## config.mk

```make
export PLATFORM = sky130hd
export DESIGN_NAME = chrono_lap_timer_flat
export DESIGN_NICKNAME = d
export VERILOG_FILES = /design/src/rtl/chrono_lap_timer_if.sv /design/src/rtl/chrono_lap_timer.sv /design/src/flat_wrapper.sv
export SDC_FILE = /design/constraint.sdc
export NUM_CORES = 1
export LEC_CHECK = 0
export CAP_MARGIN = 20
export CORE_MARGIN = 4
export CORE_UTILIZATION = 25
export CTS_BUF_LIST = sky130_fd_sc_hd__clkbuf_16
export DETAILED_ROUTE_END_ITERATION = 12
export GPL_TIMING_DRIVEN = 1
export PLACE_DENSITY = 0.44
export RECOVER_POWER = 25
export SLEW_MARGIN = 10
export SYNTH_ARGS = -nofsm -noshare
export SYNTH_HDL_FRONTEND = slang
export SYNTH_SLANG_ARGS = --single-unit
```

## constraint.sdc

```tcl
create_clock -name clock_i -period 9.87 [get_ports clock_i]
set_input_delay 1.974 -clock clock_i [delete_from_list [all_inputs] [get_ports clock_i]]
set_output_delay 1.974 -clock clock_i [all_outputs]
set_load 0.03 [all_outputs]
```

## src/rtl/chrono_lap_timer_if.sv

```systemverilog
// Button/display-side bundle of the lap chronometer: pulse commands in, live count and lap FIFO head out.
interface chrono_lap_timer_if #(
  parameter int DIGITS    = 4,
  parameter int LAP_DEPTH = 4
);
  localparam int CW = $clog2(LAP_DEPTH + 1);

  logic                start;
  logic                stop;
  logic                lap;
  logic                clear;
  logic                lap_rd;
  logic [4*DIGITS-1:0] time_bcd;
  logic                running;
  logic [4*DIGITS-1:0] lap_bcd;
  logic                lap_valid;
  logic [CW-1:0]       lap_count;
  logic                lap_full;
  logic                overflow;

  modport master (
    output start, stop, lap, clear, lap_rd,
    input  time_bcd, running, lap_bcd, lap_valid, lap_count, lap_full, overflow
  );

  modport slave (
    input  start, stop, lap, clear, lap_rd,
    output time_bcd, running, lap_bcd, lap_valid, lap_count, lap_full, overflow
  );
endinterface

```

## src/rtl/chrono_lap_timer.sv

```systemverilog
// N-digit BCD chronometer with tick prescaler, lap capture FIFO and wrap/saturate overflow.
module chrono_lap_timer #(
  parameter int TICKS_PER_UNIT = 1000,
  parameter int DIGITS         = 4,
  parameter int LAP_DEPTH      = 4,
  parameter bit SATURATE       = 1'b0
) (
  input  logic               clock_i,
  input  logic               reset_i,
  chrono_lap_timer_if.slave  bus
);
  localparam int W   = 4 * DIGITS;
  localparam int PSW = $clog2(TICKS_PER_UNIT);
  localparam int PW  = (LAP_DEPTH > 1) ? $clog2(LAP_DEPTH) : 1;
  localparam int CW  = $clog2(LAP_DEPTH + 1);
  localparam logic [PSW-1:0] PS_LAST  = PSW'(TICKS_PER_UNIT - 1);
  localparam logic [PW-1:0]  PTR_LAST = PW'(LAP_DEPTH - 1);
  localparam logic [CW-1:0]  DEPTH_C  = CW'(LAP_DEPTH);

  typedef enum logic [1:0] {IDLE, RUN, PAUSED} state_t;

  state_t          state_q, state_d;
  logic [PSW-1:0]  presc_q, presc_d;
  logic [W-1:0]    count_q, count_d, count_inc;
  logic            ovf_q, ovf_d;
  logic [W-1:0]    mem_q [LAP_DEPTH];
  logic [PW-1:0]   rd_ptr_q, rd_ptr_d, wr_ptr_q, wr_ptr_d;
  logic [CW-1:0]   cnt_q, cnt_d;
  logic [W-1:0]    head_q, head_d;
  logic [DIGITS-1:0] nine;
  logic            in_run, tick, lap_ok, push, pop;

  function automatic logic [PW-1:0] ptr_next(input logic [PW-1:0] p);
    return (p == PTR_LAST) ? '0 : p + PW'(1);
  endfunction

  // A digit increments only when every lower digit is 9; all-9s rolls over to zero.
  generate
    for (genvar gi = 0; gi < DIGITS; gi++) begin : g_digit
      logic [3:0] dig;
      logic       cin;
      assign dig      = count_q[4*gi +: 4];
      assign nine[gi] = (dig == 4'd9);
      if (gi == 0) begin : g_lsd
        assign cin = 1'b1;
      end else begin : g_upper
        assign cin = &nine[gi-1:0];
      end
      assign count_inc[4*gi +: 4] = !cin ? dig : (nine[gi] ? 4'd0 : dig + 4'd1);
    end
  endgenerate

  assign in_run = (state_q == RUN);
  assign tick   = in_run && (presc_q == PS_LAST);
  // lap is the lowest-priority pulse: any concurrent start/stop/clear discards it.
  assign lap_ok = in_run && bus.lap && !bus.start && !bus.stop && !bus.clear;

  always_comb begin
    state_d = state_q;
    presc_d = presc_q;
    count_d = count_q;
    ovf_d   = ovf_q;
    if (bus.stop && !bus.start) begin
      if (in_run) state_d = PAUSED;
    end else if (bus.start && !bus.stop) begin
      state_d = RUN;
    end
    if (in_run) presc_d = tick ? '0 : presc_q + PSW'(1);
    if (tick) begin
      if (&nine) ovf_d = 1'b1;
      count_d = (&nine && SATURATE) ? count_q : count_inc;
    end
    if (bus.clear) begin
      state_d = IDLE;
      presc_d = '0;
      count_d = '0;
      ovf_d   = 1'b0;
    end
  end

  always_comb begin
    pop      = bus.lap_rd && (cnt_q != '0) && !bus.clear;
    push     = lap_ok && ((cnt_q != DEPTH_C) || pop);
    rd_ptr_d = pop  ? ptr_next(rd_ptr_q) : rd_ptr_q;
    wr_ptr_d = push ? ptr_next(wr_ptr_q) : wr_ptr_q;
    cnt_d    = cnt_q + CW'(push) - CW'(pop);
    if (bus.clear) begin
      rd_ptr_d = '0;
      wr_ptr_d = '0;
      cnt_d    = '0;
    end
    // The new head is the entry being written when nothing else remains ahead of it.
    if (cnt_d == '0) begin
      head_d = '0;
    end else if (push && (rd_ptr_d == wr_ptr_q)) begin
      head_d = count_q;
    end else begin
      head_d = mem_q[rd_ptr_d];
    end
  end

  always_ff @(posedge clock_i) begin
    if (!reset_i) begin
      state_q  <= IDLE;
      presc_q  <= '0;
      count_q  <= '0;
      ovf_q    <= 1'b0;
      rd_ptr_q <= '0;
      wr_ptr_q <= '0;
      cnt_q    <= '0;
      head_q   <= '0;
    end else begin
      state_q  <= state_d;
      presc_q  <= presc_d;
      count_q  <= count_d;
      ovf_q    <= ovf_d;
      rd_ptr_q <= rd_ptr_d;
      wr_ptr_q <= wr_ptr_d;
      cnt_q    <= cnt_d;
      head_q   <= head_d;
    end
  end

  always_ff @(posedge clock_i) begin
    if (push) mem_q[wr_ptr_q] <= count_q;
  end

  assign bus.time_bcd  = count_q;
  assign bus.running   = (state_q == RUN);
  assign bus.lap_bcd   = head_q;
  assign bus.lap_valid = (cnt_q != '0);
  assign bus.lap_count = cnt_q;
  assign bus.lap_full  = (cnt_q == DEPTH_C);
  assign bus.overflow  = ovf_q;
endmodule

```

## src/flat_wrapper.sv

```systemverilog
// flat-port wrapper written by rule: the top's interface ports become plain ports
module chrono_lap_timer_flat 
#(
  parameter int TICKS_PER_UNIT = 1000,
  parameter int DIGITS         = 4,
  parameter int LAP_DEPTH      = 4,
  parameter bit SATURATE       = 1'b0
)
  (clock_i, reset_i, bus_start, bus_stop, bus_lap, bus_clear, bus_lap_rd, bus_time_bcd, bus_running, bus_lap_bcd, bus_lap_valid, bus_lap_count, bus_lap_full, bus_overflow);
  chrono_lap_timer_if #(.DIGITS(DIGITS), .LAP_DEPTH(LAP_DEPTH)) bus_i ();
  input  logic clock_i;
  input  logic reset_i;
  input wire logic [$bits(bus_i.start)-1:0] bus_start;
  input wire logic [$bits(bus_i.stop)-1:0] bus_stop;
  input wire logic [$bits(bus_i.lap)-1:0] bus_lap;
  input wire logic [$bits(bus_i.clear)-1:0] bus_clear;
  input wire logic [$bits(bus_i.lap_rd)-1:0] bus_lap_rd;
  output wire logic [$bits(bus_i.time_bcd)-1:0] bus_time_bcd;
  output wire logic [$bits(bus_i.running)-1:0] bus_running;
  output wire logic [$bits(bus_i.lap_bcd)-1:0] bus_lap_bcd;
  output wire logic [$bits(bus_i.lap_valid)-1:0] bus_lap_valid;
  output wire logic [$bits(bus_i.lap_count)-1:0] bus_lap_count;
  output wire logic [$bits(bus_i.lap_full)-1:0] bus_lap_full;
  output wire logic [$bits(bus_i.overflow)-1:0] bus_overflow;
  assign bus_i.start = bus_start;
  assign bus_i.stop = bus_stop;
  assign bus_i.lap = bus_lap;
  assign bus_i.clear = bus_clear;
  assign bus_i.lap_rd = bus_lap_rd;
  assign bus_time_bcd = bus_i.time_bcd;
  assign bus_running = bus_i.running;
  assign bus_lap_bcd = bus_i.lap_bcd;
  assign bus_lap_valid = bus_i.lap_valid;
  assign bus_lap_count = bus_i.lap_count;
  assign bus_lap_full = bus_i.lap_full;
  assign bus_overflow = bus_i.overflow;
  chrono_lap_timer #(.TICKS_PER_UNIT(TICKS_PER_UNIT), .DIGITS(DIGITS), .LAP_DEPTH(LAP_DEPTH), .SATURATE(SATURATE)) u_core (.clock_i(clock_i), .reset_i(reset_i), .bus(bus_i));
endmodule
```

==> results.txt, run 1 <==
----------------------------------------------------
[Outcome]
  Outcome ... complete, no violations

[Yosys]
  Mapped cell area ... roughly 4800 sq um
  Number of synthesized flops with an enable pin ... 64
  XOR/XNOR Fraction of Synth Area ... 0.03114
  Leading register cell type out of synthesis ... edfxtp_1
  Post-synthesis net count ... 364
  Total of warnings raised by yosys ... 0
  Adder-cell share of the synthesized area ... 0.02512
  Largest family of logic cells by synthesized area ... simple AND/OR/NAND/NOR gates
  Basic-gate share of the synthesized area counting and, or, nand and nor cells ... 0.1340
  Gate Count Post-Synth ... 348
  Synth Area per Inst ... 13.74 sq um
  Mux share of post-synthesis cell area ... 0.1254
  Async set-reset flop share out of synthesis ... 0
  Number of distinct standard cells referenced by the synthesized netlist ... 46
  Synth Area in Compound Gates ... 0.03900
  Sequential area share after synthesis ... 0.6197
  Flip-flop and latch count after synthesis ... approximately 120

[Setup path]
  Required time at the endpoint of the critical path ... 10.16 ns
  Worst EP arrival ... 4.90 ns
  Critical path class ... in2reg
  Startpoint kind of the worst setup timing path ... input pin
  Kind of end point of the critical path ... register
  Critical path fanouts, max ... 16

[Route]
  Number of design-rule violations left by the first detailed-router iteration ... between 150 and 200
  Total via count after detailed routing ... 2,803
  Routed Antenna Nets ... 0
  Post-DR wirelength/cell ... 15.62 um
  Final wirelength ... 10,200 um
  Number of DRC violations after detailed routing ... 0
  Via density per instance ... roughly 4.3
  TritonRoute pass-1 iters ... 4

[Floorplan]
  Starting density of the core ... 0.2547
  Die Width ... 146.3 um
  Ports placed on the boundary ... 46
  Core footprint ... 18,770 sq um
  Die ar. ... 21,400 sq um
  Std cell rows ... 50
  Vertical die dimension ... about 150 um

[Clock tree]
  Root Buffer Master ... clkbuf_16
  Clk pin slew, worst setup/hold paths ... 0.05 ns
  Level count of the clock H-tree ... 4
  Cts bufs inserted ... 17
  Deepest clock path buffer count ... 2
  Source-to-sink clock delay at the later pin of the worst-skew pair ... 0.42 ns
  Buffer count from post-CTS setup fixing ... 0
  # clock sinks ... 116
  Number of gates given a new drive strength after cts ... 0
  TritonCTS clock tree ... built
  CTS Hold Bufs ... 0

[Pwr]
  Static Leakage ... 2.063 nW
  Peak supply drop ... between 0.0001 and 0.00015 V
  Post-layout power ... 0.001116 W
  Cell Pwr Density ... 183.7 nW/um^2

[Finish]
  Share of post-route cells with drive strength above 1 ... 0.1193
  Synth-to-Final Area Change ... 27.11%
  Antenna diode count ... 0
  Nets ... 422

[Global routing]
  Global-route wire length before repair ... 16,240 um
  Aggregate global-route resource usage ... 0.1015
  Number of global-route vias before repair ... 2,861
  Number of antenna violations at the first check in global routing ... 0
  GRT Residual Overflow ... 0
  Pin count of the biggest net entering global routing ... 24

[Timing]
  Setup TNS ... 0 ns
  Worst Tran Pin Value ... 0.9738 ns
  Remaining max-slew budget at the tightest pin ... 0.3508
  Fin crit share ... 0.4668
  Count of endpoints failing hold in the final timing report ... 0
  Final setup skew ... approximately 0.015 ns
  RSZ-0062 raised after global routing ... no
  Max Freq ... 217.1 MHz
  Max Slew Vio Count ... 0
  Finish-stage setup viols ... 0
  Final worst path period need ... roughly 4.6 ns

[Run]
  Count of max-cap constraint violations ... 0

[Placed design]
  Number of buffers added on ports ... 45
  Final weighted congestion in routability-driven placement ... 0.6646
  Post-DP HPWL ... 6328 um

[Hold path]
  Worst min-delay path class ... reg2reg

----------------------------------------------------
[flip-flops by register name, indices dropped and copies added, names as in the netlist]
name / flops
u_core.bus.time_bcd: 16
u_core.state_q: 2
u_core.bus.overflow: 1
u_core.bus.lap_count: 3
u_core.mem_q: 64
u_core.rd_ptr_q: 2
u_core.wr_ptr_q: 2
u_core.bus.lap_bcd: 16
u_core.presc_q: 10
[layout by cell type (no fill, tap or decap), drive strengths merged, types with 5 or more instances in the layout]
| cell type | n |
|---|---|
| nor2b | 6 |
| edfxtp | 64 |
| dfxtp | 52 |
| nand3 | 6 |
| xnor2 | 6 |
| clkinv | 6 |
| nand2 | 12 |
| nor3 | 5 |
| nand2b | 8 |
| mux2i | 20 |
| xor2 | 11 |
| buf | 5 |
| a21oi | 13 |
| o21ai | 10 |
| clkbuf | 17 |
| clkdlybuf4s50 | 45 |
| nor3b | 5 |
| ha | 8 |
| or3 | 6 |
| mux4 | 16 |
| and2 | 8 |
| inv | 15 |
| nor2 | 46 |
[worst max-delay path, stage by stage]
cell	delay, ns
clkdlybuf4s50_1	0.54
or3b_4	0.46
a2111oi_4	0.56
ha_1	0.27
fa_1	0.18
xnor2_1	0.14
xnor2_1	0.15
nor2_1	0.08
nor3_2	0.18
buf_4	0.27
nor2_1	0.08
[final timing paths]
check                          startpoint  cells past startpoint                    end  slack [ns]
setup / recovery                bus_clear                     11  u_core.bus.lap_bcd[2]        5.26
hold / removal          u_core.state_q[0]                      2      u_core.state_q[0]        0.48
setup reg to reg  u_core.bus.lap_count[1]                     11  u_core.bus.lap_bcd[2]        6.96
hold reg to reg         u_core.state_q[0]                      2      u_core.state_q[0]        0.48
[synth_stat cells, drive strengths merged (8+ instances only)]
| master | number | area share |
|---|---|---|
| a21oi | 13 | 0.014 |
| and2 | 8 | 0.011 |
| dfxtp | 52 | 0.22 |
| edfxtp | 64 | 0.40 |
| ha | 8 | 0.021 |
| inv | 11 | 0.0086 |
| mux2i | 20 | 0.044 |
| mux4 | 16 | 0.081 |
| nand2 | 12 | 0.0094 |
| nand2b | 8 | 0.010 |
| nor2 | 46 | 0.037 |
| o21ai | 10 | 0.010 |
| xor2 | 11 | 0.020 |
[report_power, final]
part / internal (W) / switching (W) / total [W] / leakage (nW)
clock network: 0.000389 / 0.000210 / 0.000599 / 0.292
registers: 0.000505 / 0.000000333 / 0.000506 / 0.950
logic: 0.00000489 / 0.00000658 / 0.0000115 / 0.820
total: 0.000899 / 0.000217 / 0.00112 / 2.06
[per-stage QoR]
step	hold slack (ns)	worst slack, ns	instances	area (sq um)	util
6_report	0.4845	5.263	653	6077	0.3238
2_1_floorplan	0.4475	5.251	348	4781	-
3_5_place_dp	0.4771	4.790	619	5470	0.2915
5_1_grt	0.5279	5.031	653	6077	0.3238
4_1_cts	0.4863	5.244	651	6047	0.3222
3_3_place_gp	0.4678	4.940	619	5470	0.2915
[cell type report]
type | count | area, sq um
Fill cell | 1872 | 12690
Sequential cell | 116 | 2963
Multi-Input combinational cell | 210 | 1700
Timing Repair Buffer | 50 | 503.0
Clock buffer | 17 | 425.4
Tap cell | 234 | 292.8
Clock inverter | 15 | 151.4
Inverter | 11 | 41.29
[kinds of logic (layout without fill, tap and decap cells)]
group / after synthesis / after routing
XOR/XNOR: 17 / 17
AND/OR/NAND/NOR: 120 / 120
multiplexers: 36 / 36
AO/OA/AOI/OAI: 28 / 28
flip-flops: 116 / 116
adder cells (fa/ha/maj): 9 / 9
buffers and inverters: 22 / 93
[layer usage]
metal / wire length [um] / vias up / global-route usage
li1: - / 1387 / -
met1: 4868 / 1358 / 0.1299
met2: 4817 / 48 / 0.1558
met3: 377 / 10 / 0.03693
met4: 137 / 0 / 0.04233
met5: 0 / - / 0
(Power assumes the default switching activity.)
==> inputs of run 2 (changes only) <==
--- a/config.mk
+++ b/config.mk
@@ -11,7 +11,7 @@
 export CTS_BUF_LIST = sky130_fd_sc_hd__clkbuf_16
 export DETAILED_ROUTE_END_ITERATION = 12
 export GPL_TIMING_DRIVEN = 1
-export PLACE_DENSITY = 0.44
+export PLACE_DENSITY = 0.46
 export RECOVER_POWER = 25
 export SLEW_MARGIN = 10
 export SYNTH_ARGS = -nofsm -noshare
==> constraint.sdc (replaced) <==
create_clock -name clock_i -period 4 [get_ports clock_i]
set_input_delay 0.8 -clock clock_i [delete_from_list [all_inputs] [get_ports clock_i]]
set_output_delay 0.8 -clock clock_i [all_outputs]
set_load 0.03 [all_outputs]
==> results.txt, run 2 (same netlist as run 1, synthesis figures left out) <==
----------------------------------------------------
[Setup path]
  Kind of end point of the critical path ... register (unchanged)
  Buf/Inv on CP ... 2 (unchanged)
  Critical path's top delay family ... buffers and inverters (unchanged)
  Sequence of cells on the critical path ... clkdlybuf4s50_1, or3b_4, a2111oi_4, ha_1, fa_1, xnor2_1, xnor2_1, nor2_1, nor3_2, buf_4, nor2_1 (unchanged)
  Delay of the slowest critical-path stage ... 0.58 ns (was 0.56 ns)
  Worst EP arrival ... 3.47 ns (was 4.90 ns)
  Critical path fanouts, max ... 16 (unchanged)
  Startpoint kind of the worst setup timing path ... input pin (unchanged)
  Library cell contributing the largest single delay on the critical path ... clkdlybuf4s50_1 (was a2111oi_4)
  Required time at the endpoint of the critical path ... 4.29 ns (was 10.16 ns)
  Critical path class ... in2reg (unchanged)

[Route]
  Number of DRC violations after detailed routing ... 0 (unchanged)
  TritonRoute pass-1 iters ... 4 (unchanged)
  Number of design-rule violations left by the first detailed-router iteration ... 127 (was 162)
  Final wirelength ... 10,130 um (was 10,200 um)
  Via density per instance ... 4.391 (was 4.292)
  Total via count after detailed routing ... 2,889 (was 2,803)
  Routed Antenna Nets ... 0 (unchanged)
  Post-DR wirelength/cell ... 15.39 um (was 15.62 um)

[Floorplan]
  Std cell rows ... 50 (unchanged)
  Die Width ... 146.3 um (unchanged)
  Die ar. ... 21,400 sq um (unchanged)
  Vertical die dimension ... 146.3 um (unchanged)
  Ports placed on the boundary ... 46 (unchanged)
  Starting density of the core ... 0.2547 (unchanged)
  Core footprint ... 18,770 sq um (unchanged)

[Pwr]
  Cell Pwr Density ... 454.4 nW/um^2 (was 183.7 nW/um^2)
  Static Leakage ... 2.072 nW (was 2.063 nW)
  Peak supply drop ... 0.0002692 V (was 0.0001378 V)

[Clock tree]
  Source-to-sink clock delay at the later pin of the worst-skew pair ... 0.41 ns (was 0.42 ns)
  Level count of the clock H-tree ... 4 (unchanged)
  Number of gates given a new drive strength after cts ... 0 (unchanged)
  CTS Hold Bufs ... 0 (unchanged)
  Clk pin slew, worst setup/hold paths ... 0.05 ns (about the same)
  # clock sinks ... 116 (unchanged)
  TritonCTS clock tree ... built (unchanged)
  Buffer count from post-CTS setup fixing ... 0 (unchanged)
  Deepest clock path buffer count ... 2 (unchanged)
  Cts bufs inserted ... 17 (unchanged)
  Root Buffer Master ... clkbuf_16 (unchanged)

[Global routing]
  GRT Residual Overflow ... 0 (unchanged)
  Number of global-route vias before repair ... 2,949 (was 2,861)
  Aggregate global-route resource usage ... 0.09989 (was 0.1015)
  Global-route wire length before repair ... 16,180 um (was 16,240 um)
  Pin count of the biggest net entering global routing ... 24 (unchanged)
  Number of antenna violations at the first check in global routing ... 0 (unchanged)

[Finish]
  Layout Utilization ... 0.3257 (was 0.3238)
  Reg with most FFs ... u_core.mem_q (unchanged)
  Area occupied by registers ... 2963 sq um (unchanged)
  Top library cells by usage in the layout, fill and taps aside ... 64 x edfxtp_1, 52 x dfxtp_1, 45 x nor2_1, 45 x clkdlybuf4s50_1, 19 x mux2i_1 (unchanged)
  Fill count ... 1,853 (was 1,872)
  Nets ... 427 (was 422)
  Antenna diode count ... 0 (unchanged)
  Multi-input gate area in the final layout ... 1700 sq um (unchanged)
  Number of flip-flops in the largest register ... 64 (unchanged)
  Most common cell after layout, fill and taps aside ... edfxtp_1 (unchanged)
  Cell area after layout ... 6112 sq um (was 6077 sq um)
  Share of post-route cells with drive strength above 1 ... 0.1368 (was 0.1193)
  Synth-to-Final Area Change ... 27.85% (was 27.11%)

[Timing]
  RSZ-0062 raised after global routing ... no (unchanged)
  Worst hold-check slack ... 0.4733 ns (was 0.4845 ns)
  Finish-stage setup viols ... 0 (unchanged)
  Fin crit share ... 0.7959
  Final worst path period need ... between 3 and 4 ns
  Max Freq ... 314.1 MHz
  Worst Tran Pin Value ... 0.5743 ns (was 0.9738 ns)
  Final setup skew ... 0.005083 ns (was 0.01520 ns)
  Remaining max-slew budget at the tightest pin ... 0.6163 (was 0.3508)
  Count of endpoints failing hold in the final timing report ... 0 (unchanged)
  Setup TNS ... 0 ns (unchanged)
  Max Slew Vio Count ... 0 (unchanged)

[Hold path]
  Worst min-delay path class ... reg2reg (unchanged)

[Placed design]
  Number of buffers added on ports ... 45 (unchanged)
  Post-DP HPWL ... 6343 um (was 6328 um)
  Final weighted congestion in routability-driven placement ... 0.7459 (was 0.6646)
  Instance area after placement ... 5523 sq um (was 5470 sq um)

[Run]
  Count of max-cap constraint violations ... 0 (unchanged)

[Outcome]
  Outcome ... complete, no violations (unchanged)

----------------------------------------------------
-- run 2: metrics by stage --
stage               power [W]  cells  setup WS [ns]
finish               0.002777    658         0.8165
global route         0.002875    658         0.6781
CTS                  0.002816    658         0.8123
detailed placement   0.001302    626         0.3761
floorplan            0.001289    348         0.5549
global placement     0.001301    626         0.4466
-- run 2: worst paths after layout --
check        slack [ns]  depth (start not counted)                    start               endpoint
max                0.82                         11                bus_clear  u_core.bus.lap_bcd[3]
min                0.47                          1      u_core.bus.overflow    u_core.bus.overflow
max reg2reg        1.23                         12  u_core.bus.lap_count[2]  u_core.bus.lap_bcd[3]
min reg2reg        0.47                          1      u_core.bus.overflow    u_core.bus.overflow
-- run 2: layout make-up --
cell class                 instances  share of cell area
clock inverter                    15             0.02682
timing repair buffer              55             0.08598
inverter                          11            0.006755
tap                              234             0.04790
multi-input combinational        210              0.2782
sequential                       116              0.4847
clock buffer                      17             0.06960
-- run 2: power breakdown --
group	internal [W]	switching (W)	total, W
sequential	0.00125	0.000000827	0.00125
combinational	0.0000121	0.0000167	0.0000288
clock	0.000969	0.000531	0.00150
total	0.00223	0.000549	0.00278
-- run 2: worst register-to-register path: cells and delay by family, from the launching register on --
| family | cells | cell delay, ns |
|---|---|---|
| buffers and inverters | 2 | 0.32 |
| flip-flops | 1 | 0.38 |
| adder cells (fa/ha/maj) | 3 | 0.86 |
| AO/OA/AOI/OAI | 1 | 0.38 |
| XOR/XNOR | 2 | 0.30 |
| AND/OR/NAND/NOR | 4 | 0.41 |
-- run 2: routing by layer --
layer	share of wire	track usage	vias to the layer above
met5	0	0	-
met2	0.48	0.1625	57
met1	0.46	0.1228	1411
li1	-	-	1406
met3	0.041	0.03135	15
met4	0.018	0.04233	0
==> inputs of run 3 (changes only) <==
==> constraint.sdc (replaced) <==
create_clock -name clock_i -period 2.78 [get_ports clock_i]
set_input_delay 0.556 -clock clock_i [delete_from_list [all_inputs] [get_ports clock_i]]
set_output_delay 0.556 -clock clock_i [all_outputs]
set_load 0.03 [all_outputs]
==> results.txt, run 3 (same netlist as run 1, synthesis figures left out) <==
----------------------------------------------------
[Outcome]
  Outcome ... complete, no violations (unchanged)

[Clock tree]
  Cts bufs inserted ... 17 (unchanged)
  Number of gates given a new drive strength after cts ... 0 (unchanged)
  Root Buffer Master ... clkbuf_16 (unchanged)
  # clock sinks ... 116 (unchanged)
  TritonCTS clock tree ... built (unchanged)
  Deepest clock path buffer count ... 2 (unchanged)
  CTS Hold Bufs ... 0 (unchanged)
  Source-to-sink clock delay at the later pin of the worst-skew pair ... 0.41 ns (about the same)
  Clk pin slew, worst setup/hold paths ... 0.05 ns (about the same)
  Buffer count from post-CTS setup fixing ... 0 (unchanged)
  Level count of the clock H-tree ... 4 (unchanged)

[Floorplan]
  Die Width ... 146.3 um (unchanged)
  Core footprint ... 18,770 sq um (unchanged)
  Std cell rows ... 50 (unchanged)
  Die ar. ... 21,400 sq um (unchanged)
  Vertical die dimension ... 146.3 um (unchanged)
  Starting density of the core ... 0.2547 (unchanged)
  Ports placed on the boundary ... 46 (unchanged)

[Finish]
  Nets ... 437 (was 427)
  Finished Layout Cells ... 668 (was 658)
  Fill count ... 1,867 (was 1,853)
  Reg with most FFs ... u_core.mem_q (unchanged)
  Share of post-route cells with drive strength above 1 ... 0.1567 (was 0.1368)
  Layout Utilization ... 0.3320 (was 0.3257)
  Antenna diode count ... 0 (unchanged)
  Most common cell after layout, fill and taps aside ... edfxtp_1 (unchanged)
  Top library cells by usage in the layout, fill and taps aside ... 64 x edfxtp_1, 50 x dfxtp_1, 45 x nor2_1, 45 x clkdlybuf4s50_1, 19 x mux2i_1 (was 64 x edfxtp_1, 52 x dfxtp_1, 45 x nor2_1, 45 x clkdlybuf4s50_1, 19 x mux2i_1)
  Number of flip-flops in the largest register ... 64 (unchanged)
  Synth-to-Final Area Change ... 30.33% (was 27.85%)

[Route]
  Post-DR wirelength/cell ... 15.55 um (was 15.39 um)
  Number of design-rule violations left by the first detailed-router iteration ... 129 (was 127)
  Routed Antenna Nets ... 0 (unchanged)
  Final wirelength ... 10,390 um (was 10,130 um)
  TritonRoute pass-1 iters ... 4 (unchanged)
  Number of DRC violations after detailed routing ... 0 (unchanged)
  Total via count after detailed routing ... 2,933 (was 2,889)
  Via density per instance ... 4.391 (about the same)

[Global routing]
  GRT Residual Overflow ... 0 (unchanged)
  Pin count of the biggest net entering global routing ... 24 (unchanged)
  Aggregate global-route resource usage ... 0.1024 (was 0.09989)
  Number of antenna violations at the first check in global routing ... 0 (unchanged)
  Number of global-route vias before repair ... 3,002 (was 2,949)
  Global-route wire length before repair ... 16,730 um (was 16,180 um)

[Timing]
  Final worst path period need ... ~2.7 ns
  Worst Tran Pin Value ... 0.4413 ns (was 0.5743 ns)
  RSZ-0062 raised after global routing ... no (unchanged)
  Remaining max-slew budget at the tightest pin ... 0.7058 (was 0.6163)
  Count of endpoints failing hold in the final timing report ... 0 (unchanged)
  Max Freq ... 372.5 MHz
  Finish-stage setup viols ... 0 (unchanged)
  Final setup skew ... 0.01267 ns (was 0.005083 ns)
  Max Slew Vio Count ... 0 (unchanged)
  Fin crit share ... 0.9657
  Worst hold-check slack ... 0.4827 ns (was 0.4733 ns)

[Setup path]
  Sequence of cells on the critical path ... clkdlybuf4s50_1, or3b_4, a2111oi_4, ha_2, fa_1, and2_4, nor3_4, buf_12, nor2_1 (was clkdlybuf4s50_1, or3b_4, a2111oi_4, ha_1, fa_1, xnor2_1, xnor2_1, nor2_1, nor3_2, buf_4, nor2_1)
  Library cell contributing the largest single delay on the critical path ... clkdlybuf4s50_1 (unchanged)
  Required time at the endpoint of the critical path ... 3.08 ns (was 4.29 ns)
  Kind of end point of the critical path ... register (unchanged)
  Worst EP arrival ... 2.98 ns (was 3.47 ns)
  Critical path fanouts, max ... 16 (unchanged)
  Critical path class ... in2reg (unchanged)
  Delay of the slowest critical-path stage ... 0.49 ns (was 0.58 ns)
  Buf/Inv on CP ... 2 (unchanged)
  Critical path's top delay family ... simple AND/OR/NAND/NOR gates (was buffers and inverters)
  Startpoint kind of the worst setup timing path ... input pin (unchanged)

[Pwr]
  Cell Pwr Density ... 605.9 nW/um^2 (was 454.4 nW/um^2)
  Static Leakage ... 2.260 nW (was 2.072 nW)
  Design internal power ... 0.003009 W (was 0.002228 W)
  Net switching component of the power ... 0.0007657 W (was 0.0005489 W)
  Switching fraction of total power ... 0.2028 (was 0.1976)
  Share of power burned in registers ... 0.476 (was 0.449)
  Peak supply drop ... 0.0003856 V (was 0.0002692 V)
  Power share of the combinational group ... 0.011 (was 0.010)
  Clock network fraction of design power ... 0.513 (was 0.540)

[Run]
  Count of max-cap constraint violations ... 0 (unchanged)

[Hold path]
  Worst min-delay path class ... reg2reg (unchanged)

[Placed design]
  Post-DP HPWL ... 6540 um (was 6343 um)
  Final weighted congestion in routability-driven placement ... 0.7294 (was 0.7459)
  Cell count after placement ... 636 (was 626)
  Number of buffers added on ports ... 45 (unchanged)

----------------------------------------------------
run 3: worst paths after layout:
kind / startpoint / slack (ns) / depth (start not counted) / endpoint
hold reg to reg: u_core.presc_q[9] / 0.48 / 2 / u_core.presc_q[9]
setup / recovery: bus_clear / 0.1 / 9 / u_core.bus.lap_bcd[4]
setup reg to reg: u_core.bus.lap_count[2] / 0.29 / 12 / u_core.bus.lap_bcd[4]
hold / removal: u_core.presc_q[9] / 0.48 / 2 / u_core.presc_q[9]
run 3: power groups by stage:
stage,clock [W],sequential (W),combinational (W)
global placement,0,0.00183,0.0000423
global route,0.00207,0.00179,0.0000462
floorplan,0,0.00183,0.0000225
detailed placement,0,0.00183,0.0000429
finish,0.00194,0.00180,0.0000423
CTS,0.00199,0.00179,0.0000429
run 3: cell type report:
cell class / instances / area (sq um) / share of cell area
clock buffer: 17 / 425.4 / 0.06827
clock inverter: 15 / 101.3 / 0.01627
inverter: 11 / 41.29 / 0.006627
multi-input combinational: 210 / 1712 / 0.2747
sequential: 116 / 2965 / 0.4759
tap: 234 / 292.8 / 0.04699
timing repair buffer: 65 / 693.2 / 0.1112
run 3: metrics by stage:
| step | area [sq um] | total power, W | setup slack (ns) | setup TNS, ns |
|---|---|---|---|---|
| floorplan | 4813 | 0.001853 | -0.05118 | -0.5097 |
| global placement | 5712 | 0.001872 | -0.2722 | -4.262 |
| detailed placement | 5712 | 0.001873 | -0.3329 | -5.181 |
| CTS | 6238 | 0.003827 | 0.1061 | 0 |
| global route | 6231 | 0.003907 | 0.008592 | 0 |
| finish | 6231 | 0.003775 | 0.09541 | 0 |
run 3: worst min-delay path: cells and delay by family, from the launching register on:
| family | cells | cell delay [ns] |
|---|---|---|
| AOI/OAI and AO/OA | 2 | 0.13 |
| DFF | 1 | 0.31 |
run 3: per-layer routing:
metal  track usage  vias up  wire (um)
li1              -     1420          -
met1        0.1282     1447       4775
met2        0.1669       57       5080
met3       0.03352        9        425
met4       0.03528        0        104
met5             0        -          0
